$ cat src/rtl/mem_requester.sv
// Load/store adapter between a valid/ready request channel and a word-addressed
// memory with a registered read port; partial stores are done as read-modify-write.
module mem_requester #(
  parameter int WIDTH      = 32,
  parameter int DEPTH      = 1024,
  parameter int ADDR_WIDTH = 32
) (
  input  logic                     clk_i,
  input  logic                     rst_ni,
  input  logic                     req_valid_i,
  output logic                     req_ready_o,
  input  logic                     req_we_i,
  input  logic [ADDR_WIDTH-1:0]    req_addr_i,
  input  logic [WIDTH-1:0]         req_wdata_i,
  input  logic [WIDTH/8-1:0]       req_be_i,
  output logic                     rsp_valid_o,
  input  logic                     rsp_ready_i,
  output logic [WIDTH-1:0]         rsp_rdata_o,
  output logic                     rsp_err_o,
  output logic                     mem_read_en_o,
  output logic [$clog2(DEPTH)-1:0] mem_read_pos_o,
  input  logic [WIDTH-1:0]         mem_read_data_i,
  output logic                     mem_write_en_o,
  output logic [$clog2(DEPTH)-1:0] mem_write_pos_o,
  output logic [WIDTH-1:0]         mem_write_data_o,
  output logic [2:0]               dbg_state_o
);

  localparam int BYTES = WIDTH / 8;
  localparam int OFF   = $clog2(BYTES);
  localparam int IDXW  = $clog2(DEPTH);
  localparam logic [ADDR_WIDTH-1:0] OFF_MASK = ADDR_WIDTH'((1 << OFF) - 1);
  localparam logic [ADDR_WIDTH-1:0] DEPTH_A  = ADDR_WIDTH'(DEPTH);

  typedef enum logic [2:0] {
    S_IDLE  = 3'd0,
    S_READ  = 3'd1,
    S_WAIT  = 3'd2,
    S_WRITE = 3'd3,
    S_RESP  = 3'd4
  } state_t;

  state_t            r_state;
  state_t            w_next;
  logic              r_we;
  logic [IDXW-1:0]   r_idx;
  logic [BYTES-1:0]  r_be;
  logic [WIDTH-1:0]  r_wr_data;
  logic [WIDTH-1:0]  r_rdata;
  logic              r_err;

  logic              w_accept;
  logic              w_misaligned;
  logic              w_out_of_range;
  logic              w_err;
  logic              w_be_none;
  logic              w_be_full;
  logic [WIDTH-1:0]  w_merge;

  // Handshakes: a request transfers on a rising edge where req_valid_i and
  // req_ready_o are both high; a response transfers where rsp_valid_o and
  // rsp_ready_i are both high. Neither valid may depend on its ready.
  assign w_accept       = req_valid_i && (r_state == S_IDLE);
  assign w_misaligned   = |(req_addr_i & OFF_MASK);
  assign w_out_of_range = (req_addr_i >> OFF) >= DEPTH_A;
  assign w_err          = w_misaligned || w_out_of_range;
  assign w_be_none      = (req_be_i == '0);
  assign w_be_full      = &req_be_i;

  // Bytes not enabled keep the value just read back from memory.
  always_comb begin
    w_merge = r_wr_data;
    for (int i = 0; i < BYTES; i++) begin
      if (!r_be[i]) w_merge[8*i +: 8] = mem_read_data_i[8*i +: 8];
    end
  end

  always_comb begin
    w_next = r_state;
    case (r_state)
      S_IDLE: begin
        if (w_accept) begin
          if (w_err)                      w_next = S_RESP;
          else if (req_we_i && w_be_none) w_next = S_RESP;
          else if (req_we_i && w_be_full) w_next = S_WRITE;
          else                            w_next = S_READ;
        end
      end
      S_READ:  w_next = S_WAIT;
      S_WAIT:  w_next = r_we ? S_WRITE : S_RESP;
      S_WRITE: w_next = S_RESP;
      S_RESP:  if (rsp_ready_i) w_next = S_IDLE;
      default: w_next = S_IDLE;
    endcase
  end

  always_ff @(posedge clk_i) begin
    if (!rst_ni) begin
      r_state   <= S_IDLE;
      r_we      <= 1'b0;
      r_idx     <= '0;
      r_be      <= '0;
      r_wr_data <= '0;
      r_rdata   <= '0;
      r_err     <= 1'b0;
    end else begin
      r_state <= w_next;
      if (w_accept) begin
        r_we      <= req_we_i;
        r_idx     <= req_addr_i[OFF +: IDXW];
        r_be      <= req_be_i;
        r_wr_data <= req_wdata_i;
        r_rdata   <= '0;
        r_err     <= w_err;
      end else if (r_state == S_WAIT) begin
        if (r_we) r_wr_data <= w_merge;
        else      r_rdata   <= mem_read_data_i;
      end
    end
  end

  assign req_ready_o      = (r_state == S_IDLE);
  assign rsp_valid_o      = (r_state == S_RESP);
  assign rsp_rdata_o      = r_rdata;
  assign rsp_err_o        = r_err;
  assign mem_read_en_o    = (r_state == S_READ);
  assign mem_read_pos_o   = r_idx;
  assign mem_write_en_o   = (r_state == S_WRITE);
  assign mem_write_pos_o  = r_idx;
  assign mem_write_data_o = r_wr_data;
  assign dbg_state_o      = r_state;

endmodule
$ cat config.mk
export PLATFORM = sky130hd
export DESIGN_NAME = mem_requester
export DESIGN_NICKNAME = d
export VERILOG_FILES = /design/src/rtl/mem_requester.sv
export SDC_FILE = /design/constraint.sdc
export NUM_CORES = 1
export LEC_CHECK = 0
export BUFFER_PORTS_ARGS = -buffer_cell sky130_fd_sc_hd__clkbuf_2
export CELL_PAD_IN_SITES_DETAIL_PLACEMENT = 1
export CELL_PAD_IN_SITES_GLOBAL_PLACEMENT = 1
export CORE_ASPECT_RATIO = 0.6
export CORE_UTILIZATION = 30
export DETAILED_ROUTE_END_ITERATION = 10
export GPL_TIMING_DRIVEN = 0
export HOLD_SLACK_MARGIN = 0.1
export PLACE_DENSITY = 0.76
export SLEW_MARGIN = 30
export SYNTH_ARGS = -nofsm -noshare
export SYNTH_HDL_FRONTEND = slang
export SYNTH_SLANG_ARGS = --single-unit
export TNS_END_PERCENT = 5
$ cat constraint.sdc
create_clock -name clk_i -period 2.6 [get_ports clk_i]
set_clock_uncertainty 0.15 [all_clocks]
set_input_delay 0 -clock clk_i [delete_from_list [all_inputs] [get_ports clk_i]]
set_output_delay 0 -clock clk_i [all_outputs]
set_load 0.01 [all_outputs]
==> summary.md <==
| Metric | Value |
|---|---|
| DRC errors left | `0` |
| Clock power frac | `0.390` |
| Die area | `0.0123 sq mm` |
| Total number of vias | `4373` |
| H-tree depth | `3` |
| RSZ-0062 raised after global routing | `true` |
| Crit-path max FO | `10` |
| IO Pins | `between 150 and 200` |
| Fill count | `1470` |
| Worst min path class | `primary input to flop` |
| Vias in the first global route | `4700` |
| Core area | `0.0114 sq mm` |
| Synthesized Nets | `roughly 550` |
| Psw | `0.909 mW` |
| Cells after Synth | `443` |
| Vias per cell | `roughly 4.8` |
| Status | `finished clean` |
| Unique cell type count in the Yosys netlist | `27` |
| Worst slew margin | `0.454` |
| Sw Ratio | `0.274` |
| Final setup fails | `0` |
| Worst-Skew Late Latency | `330 ps` |
| GRT Resource Usage Total | `0.261` |
| CP Capture Point | `mem_write_data_o[29]` |
| CTS max path bufs | `2` |
| Final Cell Area | `0.00596 sq mm` |
| Launch point of the worst reg-to-reg path | `dbg_state_o[1]` |
| Pin count of the biggest net entering global routing | `14` |
| Layout Cells excl Fill | `907` |
| Most frequent cells in the layout | `201 x clkbuf_2, 162 x nand2_1, 91 x dlygate4sd3_1` |
| Gr ovfl total | `0` |
| P_leak | `2.64 nW` |
| Row count | `30` |
| Routability cong. | `0.766` |
| R2R depth | `7` |
| CTS tree | `done` |
| Dpl cells | `roughly 800` |
| Cell Area, Synth | `between 0.003 and 0.004 sq mm` |
| Worst R2R Setup Slack | `50 ps` |
| Synth Register Bits | `83` |
| Post-DP HPWL | `roughly 11000 microns` |
| Initial DRC count | `around 150` |
| Power per Cell Area | `557 mW/mm^2` |
| Leading cell type in the layout, fill and taps excluded | `clkbuf_2` |
| Seq/Total Area, Yosys | `0.469` |
| Initial antenna violation count | `1` |
| Share of layout cells above drive strength 1 | `0.335` |
| CP Class | `flop to flop` |
| RR Endpoint | `mem_write_data_o[29]` |
| Reg clk slew, reported paths | `60 ps` |
| Fmax | `0.393 GHz` |
| Startpoint Class | `flop` |
| Nets | `846` |
| Hold violation count in the final report | `0` |
| Placed inst area | `0.00472 sq mm` |
| Setup slack after layout | `53.4 ps` |
| Pre-CTS setup slack | `-16.3 ps` |
| Final period utilization | `0.979` |
| Clock Tree Root | `clkbuf_16` |
| Maximum VDD drop | `0.327 mV` |
| Routed wire length per instance | `17.5 microns` |
| Layout area overhead | `68.1%` |
| Internal | `2.41 mW` |
| Total Wirelength | `15900 microns` |
| CP startpoint | `dbg_state_o[1]` |
| First-pass GRT wire length | `24400 microns` |
| Data required time of the worst path | `2690 ps` |
| Final Core Density | `0.522` |
| Clk sink count | `83` |
| Logic pwr share | `0.194` |
| Port-buffer cells | `196` |
| Max-Cap Viols | `0` |
| Initial core utilization | `0.311` |
| Final min period | `2550 ps` |
| Synth warn | `0` |
| Worst Max-Slew Pin Slew | `between 800 and 900 ps` |
| Crit path arrival time | `about 2600 ps` |
| Die width | `~140 microns` |
| Total CTS buffers | `9` |
| Die Span Y | `86.2 microns` |
| First-pass iteration count of the detailed router | `4` |
| Worst setup EP type | `flop` |
| Total power | `3.32 mW` |
| Syn avg cell area | `approximately 8 sq um` |
| Register share of total power | `0.416` |
| Slew Limit Fails | `0` |
| Number of routed nets with antenna violations | `0` |
[metrics by stage]
| step | hold slack [ps] | TNS, ps |
|---|---|---|
| after global routing | 138 | -37.2 |
| after detailed placement | 84.9 | -16.3 |
| after CTS | 120 | 0 |
| after floorplan | -33.1 | 0 |
| final | 136 | 0 |
| after global placement | 79.2 | 0 |
[worst min path at each step]
| stage | start | endpoint | slack (ps) | cells past startpoint |
|---|---|---|---|---|
| floorplan | rst_ni | dbg_state_o[2] | -30 | 1 |
| global placement | req_addr_i[8] | mem_read_pos_o[6] | 80 | 3 |
| detailed placement | req_addr_i[4] | mem_read_pos_o[2] | 80 | 3 |
| CTS | req_addr_i[30] | dbg_state_o[1] | 120 | 5 |
| global route | req_addr_i[12] | dbg_state_o[1] | 140 | 5 |
| finish | req_addr_i[20] | dbg_state_o[1] | 140 | 5 |
[state kept, by name, summed over array words and instances (netlist names)]
name              flops
dbg_state_o           3
mem_read_pos_o       10
mem_write_data_o     32
r_be                  4
r_we                  1
rsp_err_o             1
rsp_rdata_o          32
[worst max-delay path, cell delays in order (launching register included)]
cell and delay (ps):
dfxtp_1 320, buf_6 140, or4b_4 510, buf_6 170, a2111oi_4 600, buf_6 250, nor2_1 70, a311oi_2 240
[logic make-up after synthesis]
family,after synthesis,synth area share
buffers and inverters,46,0.0724
flip-flops,83,0.469
AO/OA/AOI/OAI,89,0.204
multiplexers,1,0.00282
AND/OR/NAND/NOR,224,0.252
[synthesized netlist by cell type]
master,instances,area (sq um)
nand2_1,163,612
dfxtp_1,83,1660
a21oi_1,47,235
nor2_1,39,146
a311oi_1,24,210
clkbuf_1,21,78.8
buf_4,10,75.1
a311oi_2,8,120
buf_6,6,67.6
nor3_1,6,30.0
nor4_1,6,37.5
buf_1,5,18.8
a2111oi_4,4,110
inv_1,3,11.3
nand2b_1,3,18.8
a32o_1,2,20.0
nand3_1,2,10.0
o21ai_0,2,10.0
a21o_1,1,7.51
and2_1,1,6.26
and3_1,1,6.26
buf_2,1,5.00
mux2i_1,1,10.0
nand4_1,1,6.26
o2bb2ai_1,1,8.76
or3_1,1,6.26
or4b_4,1,13.8
[power by group through the flow]
| stage | Combinational, mW | Sequential [mW] | Clock, mW |
|---|---|---|---|
| after CTS | 0.631 | 1.38 | 1.32 |
| after global routing | 0.698 | 1.39 | 1.37 |
| after global placement | 0.505 | 1.40 | 0 |
| after detailed placement | 0.523 | 1.41 | 0 |
| final | 0.643 | 1.38 | 1.29 |
| after floorplan | 0.247 | 1.43 | 0 |
[area by class of cell]
class / count / area (sq um) / share of cell area
Clock inverter: 5 / 52.6 / 0.00882
Clock buffer: 11 / 243 / 0.0408
Sequential cell: 83 / 1660 / 0.279
Tap cell: 160 / 200 / 0.0336
Inverter: 3 / 11.3 / 0.00189
Buffer: 43 / 251 / 0.0422
Timing Repair Buffer: 287 / 1890 / 0.318
Antenna cell: 1 / 2.50 / 0.000420
Multi-Input combinational cell: 314 / 1640 / 0.276
[routing by layer]
metal | global-route usage | share of wire
met5 | 0 | 0
met3 | 0.0702 | 0.052
met4 | 0.0831 | 0.014
met1 | 0.309 | 0.44
met2 | 0.463 | 0.49
[timing repair]
action	4_1_cts	5_1_grt
endpoints found under the hold margin	83	0
pin swaps	0	4
hold buffers	91	0
gates resized for setup	1	7
buffers inserted	0	0
endpoints found under the setup margin	2	42
No activity file was read; power rests on OpenSTA's default activity.
